==> src/rtl/frac_clk_div_prog.sv <==
// Runtime-programmable fractional clock divider: cfg_dst output periods per cfg_src clk cycles.
// A restoring divider turns a new ratio into Q/R and commits it at a period boundary.
module frac_clk_div_prog #(
  parameter int CNT_W = 16
) (
  input  logic             clk,
  input  logic             rstn,
  input  logic             en,
  input  logic [CNT_W-1:0] cfg_src,
  input  logic [CNT_W-1:0] cfg_dst,
  input  logic             cfg_mode,
  input  logic             cfg_load,
  output logic             cfg_busy,
  output logic             cfg_ack,
  output logic             cfg_err,
  output logic             clk_frac
);

  localparam int IW = $clog2(CNT_W + 1);
  localparam logic [CNT_W-1:0] ONE   = CNT_W'(1);
  localparam logic [CNT_W:0]   ONE_W = (CNT_W + 1)'(1);

  typedef enum logic [1:0] {IDLE, DIV, PEND} state_t;

  state_t           state;
  logic             cfg_valid;
  logic             run;
  logic [IW-1:0]    div_cnt;
  logic [CNT_W-1:0] div_q, div_r, new_d;
  logic             new_mode;
  logic [CNT_W-1:0] act_q, act_r, act_d;
  logic             act_mode;
  logic [CNT_W-1:0] cnt, len;
  logic [CNT_W:0]   acc;

  logic             running, period_end, start, commit, ge;
  logic [CNT_W-1:0] use_q, use_r, use_d, len_nx, r_nx;
  logic [CNT_W:0]   acc_base, t, acc_nx, trial;

  // ceil(len/2) high phase in duty mode; single-cycle strobe at cnt==0 otherwise
  function automatic logic out_level(input logic [CNT_W-1:0] c, input logic [CNT_W-1:0] l,
                                     input logic m);
    logic [CNT_W:0] half;
    half = ({1'b0, l} + ONE_W) >> 1;
    return m ? ({1'b0, c} < half) : (c == '0);
  endfunction

  always_comb begin
    running    = en & cfg_valid;
    period_end = (cnt == len - ONE);
    start      = running & (~run | period_end);
    commit     = (state == PEND) & (~running | start);
    // A committing period takes the fresh quotient/remainder with a cleared accumulator
    use_q    = commit ? div_q : act_q;
    use_r    = commit ? div_r : act_r;
    use_d    = commit ? new_d : act_d;
    acc_base = (run & ~commit) ? acc : '0;
    t        = acc_base + {1'b0, use_r};
    if (t >= {1'b0, use_d}) begin
      len_nx = use_q + ONE;
      acc_nx = t - {1'b0, use_d};
    end else begin
      len_nx = use_q;
      acc_nx = t;
    end
    // Restoring division step: shift next dividend bit into the partial remainder
    trial = {div_r, div_q[CNT_W-1]};
    ge    = trial[CNT_W] | (trial[CNT_W-1:0] >= new_d);
    r_nx  = ge ? (trial[CNT_W-1:0] - new_d) : trial[CNT_W-1:0];
  end

  always_ff @(posedge clk or negedge rstn) begin
    if (!rstn) begin
      state     <= IDLE;
      cfg_valid <= 1'b0;
      cfg_busy  <= 1'b0;
      cfg_ack   <= 1'b0;
      cfg_err   <= 1'b0;
      div_cnt   <= '0;
      div_q     <= '0;
      div_r     <= '0;
      new_d     <= '0;
      new_mode  <= 1'b0;
      act_q     <= '0;
      act_r     <= '0;
      act_d     <= '0;
      act_mode  <= 1'b0;
      run       <= 1'b0;
      cnt       <= '0;
      len       <= '0;
      acc       <= '0;
      clk_frac  <= 1'b0;
    end else begin
      cfg_ack <= 1'b0;
      cfg_err <= 1'b0;
      case (state)
        IDLE: begin
          if (cfg_load) begin
            if (cfg_dst == '0 || cfg_src < cfg_dst) begin
              cfg_err <= 1'b1;
            end else begin
              div_q    <= cfg_src;
              div_r    <= '0;
              new_d    <= cfg_dst;
              new_mode <= cfg_mode;
              div_cnt  <= '0;
              cfg_busy <= 1'b1;
              state    <= DIV;
            end
          end
        end
        DIV: begin
          div_q   <= {div_q[CNT_W-2:0], ge};
          div_r   <= r_nx;
          div_cnt <= div_cnt + IW'(1);
          if (div_cnt == IW'(CNT_W - 1)) state <= PEND;
        end
        PEND: begin
          if (commit) begin
            act_q     <= div_q;
            act_r     <= div_r;
            act_d     <= new_d;
            act_mode  <= new_mode;
            cfg_valid <= 1'b1;
            cfg_ack   <= 1'b1;
            cfg_busy  <= 1'b0;
            state     <= IDLE;
          end
        end
        default: state <= IDLE;
      endcase

      run <= running;
      if (start) begin
        cnt <= '0;
        len <= len_nx;
        acc <= acc_nx;
      end else if (running) begin
        cnt <= cnt + ONE;
      end else begin
        cnt <= '0;
        acc <= '0;
      end
      clk_frac <= (run & en) ? out_level(cnt, len, act_mode) : 1'b0;
    end
  end

endmodule

==> config.mk <==
export PLATFORM = sky130hd
export DESIGN_NAME = frac_clk_div_prog
export DESIGN_NICKNAME = d
export VERILOG_FILES = /design/src/rtl/frac_clk_div_prog.sv
export SDC_FILE = /design/constraint.sdc
export NUM_CORES = 1
export LEC_CHECK = 0
export CAP_MARGIN = 20
export CORE_MARGIN = 5
export CORE_UTILIZATION = 35
export CTS_CLUSTER_SIZE = 24
export DETAILED_ROUTE_END_ITERATION = 7
export DONT_BUFFER_PORTS = 1
export PLACE_DENSITY = 0.54
export SLEW_MARGIN = 10
export SYNTH_ARGS = -nofsm -noshare
export SYNTH_HDL_FRONTEND = slang
export SYNTH_SLANG_ARGS = --single-unit
==> constraint.sdc <==
create_clock -name clk -period 7.2 [get_ports clk]
set_clock_uncertainty 0.15 [all_clocks]
set_input_delay 1.44 -clock clk [delete_from_list [all_inputs] [get_ports clk]]
set_output_delay 1.44 -clock clk [all_outputs]
set_load 0.02 [all_outputs]
==> flow_summary.json, run 1 <==
{
  "ir_drop_mv": 0.5936,
  "routed_wl_um": 28930,
  "design_area_sq_um": 12650,
  "cts_inserted_buffers": 17,
  "gr-usage-all-layers_pct": 16.42,
  "cp_slowest_cell": "dfrtp_1",
  "ant_nets": 0,
  "cts_num_sinks": 160,
  "htreeDepth": 4,
  "synth_fp_nets": 1350,
  "worst_slack_ns": 0.3547,
  "antenna_cells": 0,
  "endpoint_kind": "flop",
  "area_growth_pct": 11.23,
  "drc": 0,
  "vias_per_cell": 5.160,
  "synth_simple_gate_area_share_pct": 16.32,
  "ys_warn_count": 0,
  "crit_arrival_ns": 6.96,
  "die-area_sq_um": 36190,
  "wl_per_cell_um": 17.23,
  "final_common_cell": "dfrtp_1",
  "tns_ns": 0,
  "crit_top_cell": "buf_4",
  "muxShareOfSynthArea_pct": 10.34,
  "coreArea_sq_um": 32290,
  "status": "complete, no violations",
  "finalCriticalPeriod_ns": 6.845,
  "slew_viol_final": 0,
  "grt_pass1_vias": 8569,
  "vias": 8663,
  "portBuffers": 0,
  "syn_area_per_cell_sq_um": 9.282,
  "drt_first_pass_iters": 5,
  "dp.final_hpwl_um": 21410,
  "num_io_pins": 41,
  "syn_inst": 1225,
  "gp_congestion": 0.9154,
  "detailedPlace.worstSlack_ns": 0.08993,
  "start_util_pct": 35.22,
  "clk_pin_slew_ns": 0.06,
  "power.total_mw": 7.215,
  "final_cell_mix": "dfrtp_1, nand2_1, ha_1",
  "synth_ff_type": "dfrtp_1",
  "antenna_found_initial": 0,
  "n_fill_cell": 3231,
  "path_class": "reg2reg",
  "min_path_type": "reg2reg",
  "grt_max_degree": 161,
  "synth_edf_count": 0,
  "power_leakage_nw": 5.785,
  "synth-seq-cells": 160,
  "fin_nets": 1349,
  "grt_pass1_wl_um": 47420,
  "grt_overflow": 0,
  "synthXorXnorAreaFrac_pct": 7.163,
  "layout-drive-gt1-share_pct": 12.69,
  "cts_buffer_depth": 2,
  "timing.hold.ws_ns": 0.3281,
  "stdcell_count": 1679,
  "die_h_um": 190.2,
  "fp.dieW_um": 190.2,
  "synth_area_sq_um": 11370,
  "worst_pin_slew_ns": 1.088,
  "cts_tree": "built",
  "setup_viol": 0,
  "async_reset_ff_share_pct": 100.0,
  "finalCritPeriodShare_pct": 95.07,
  "max_clock_freq_mhz": 146.1,
  "synth-compound-area-share_pct": 15.82,
  "root_buffer": "clkbuf_16",
  "final-seq-area_sq_um": 4006,
  "synthAdderAreaFrac_pct": 9.881,
  "crit_path_max_fanout": 17,
  "holdBufCountCts": 0,
  "power_density_nw_per_um2": 570.4,
  "placed_cell_area_sq_um": 11900,
  "rows": 66,
  "finalHoldViolCount": 0,
  "multiInputGateArea_sq_um": 6845,
  "slowest_delay_ns": 0.41,
  "ys_types": 75,
  "drt_iter0_markers": 545,
  "required_ns": 7.32,
  "start_kind": "flop",
  "synth_top_family_by_area": "simple AND/OR/NAND/NOR gates",
  "dp.cells": 1639,
  "max-slew-margin-rel_pct": 27.45,
  "insertion_delay_ns": 0.44,
  "maxCapViolations": 0,
  "utilization_pct": 39.17,
  "synth.yosys.seq_area_share_pct": 35.21
}
==> final cells by class <==
type	count	share of cell area, %
clock buffer	22	3.749
clock inverter	10	0.9991
inverter	80	2.374
multi-input combinational	922	54.12
sequential	160	31.67
tap	442	4.372
timing repair buffer	43	2.710
==> report_power, final <==
group / switching, mW / internal, mW / total [mW]
registers: 0.318 / 1.23 / 1.55
logic: 2.55 / 2.17 / 4.73
clock network: 0.399 / 0.543 / 0.942
total: 3.27 / 3.95 / 7.21
==> state kept, by name, indices dropped and copies added (netlist names), 2 cells and up <==
| signal | count |
|---|---|
| acc | 17 |
| act_d | 16 |
| act_q | 16 |
| act_r | 16 |
| cnt | 16 |
| div_q | 16 |
| div_r | 16 |
| len | 16 |
| new_d | 16 |
| div_cnt | 5 |
| state | 2 |
==> per-layer routing <==
metal	up-vias	track usage [%]	share of wire (%)
li1	4379	-	-
met1	4130	22.76	49
met2	126	26.89	47
met3	28	2.545	2.8
met4	0	4.392	1.2
met5	-	0	0
==> kinds of logic (layout without fill, tap and decap cells) <==
kind of cell               Yosys count  count (layout)
AOI/OAI and AO/OA                  268             268
xor gates and xnor gates            93              93
and+or+nand+nor                    365             365
adders and majority gates           88              88
muxes                              108             108
DFF                                160             160
buffers and inverters              143             155
==> critical path, delay by kind of cell, from the launching register on <==
family	cells	cell delay, ns
flops	1	0.41
simple gates	5	1.42
compound gates	11	2.28
buf+inv	4	0.74
mux	2	0.46
xor+xnor	1	0.20
fa+ha+maj	3	0.99
==> cells in the mapped netlist (6+ instances only) <==
cell | count | share of area (%)
a31oi_1 | 18 | 0.99
buf_2 | 10 | 0.44
and2_1 | 22 | 1.2
nor4_1 | 12 | 0.66
o211ai_1 | 8 | 0.53
o2bb2ai_1 | 15 | 1.2
nand3_1 | 46 | 2.0
o31ai_1 | 6 | 0.40
nor2_1 | 67 | 2.2
o21a_1 | 11 | 0.73
inv_1 | 70 | 2.3
and3_1 | 17 | 0.94
nand2b_1 | 9 | 0.50
o21ai_1 | 7 | 0.31
a21o_1 | 23 | 1.5
o21ai_0 | 61 | 2.7
nor3_1 | 24 | 1.1
xor2_1 | 35 | 2.7
nand4_1 | 17 | 0.94
o21bai_1 | 7 | 0.46
dfrtp_1 | 160 | 35
mux2_2 | 35 | 3.5
nand2_1 | 107 | 3.5
inv_2 | 10 | 0.33
ha_1 | 85 | 9.4
clkbuf_1 | 42 | 1.4
o22ai_1 | 11 | 0.61
mux2i_1 | 35 | 3.1
a21oi_1 | 56 | 2.5
nor2b_1 | 13 | 0.72
mux2_1 | 37 | 3.7
xnor2_1 | 58 | 4.5
==> path summary, 6_finish.rpt <==
kind,start,endpoint,slack [ns],depth (start not counted)
min,act_r[3]$_DFFE_PN0P_,act_r[3]$_DFFE_PN0P_,0.33,1
max,len[5]$_DFFE_PN0P_,acc[9]$_DFFE_PN0P_,0.35,26
min in group asynchronous,rstn,cfg_ack$_DFF_PN0_,0.54,0
max in group asynchronous,rstn,acc[2]$_DFFE_PN0P_,5.97,0
min reg2reg,act_r[3]$_DFFE_PN0P_,act_r[3]$_DFFE_PN0P_,0.33,1
max reg2reg,len[5]$_DFFE_PN0P_,acc[9]$_DFFE_PN0P_,0.35,26
==> repair_timing <==
action                                  CTS  global route
endpoints found under the setup margin    0            33
gates resized for setup                   0            20
setup buffers                             0             8
Power figures use the tool's default switching activity.
==> run 2, diff against run 1 <==
TNS_END_PERCENT = 20   (was unset)
==> results of run 2 <==
Final layout, timing and power as in run 1 (identical DEF).
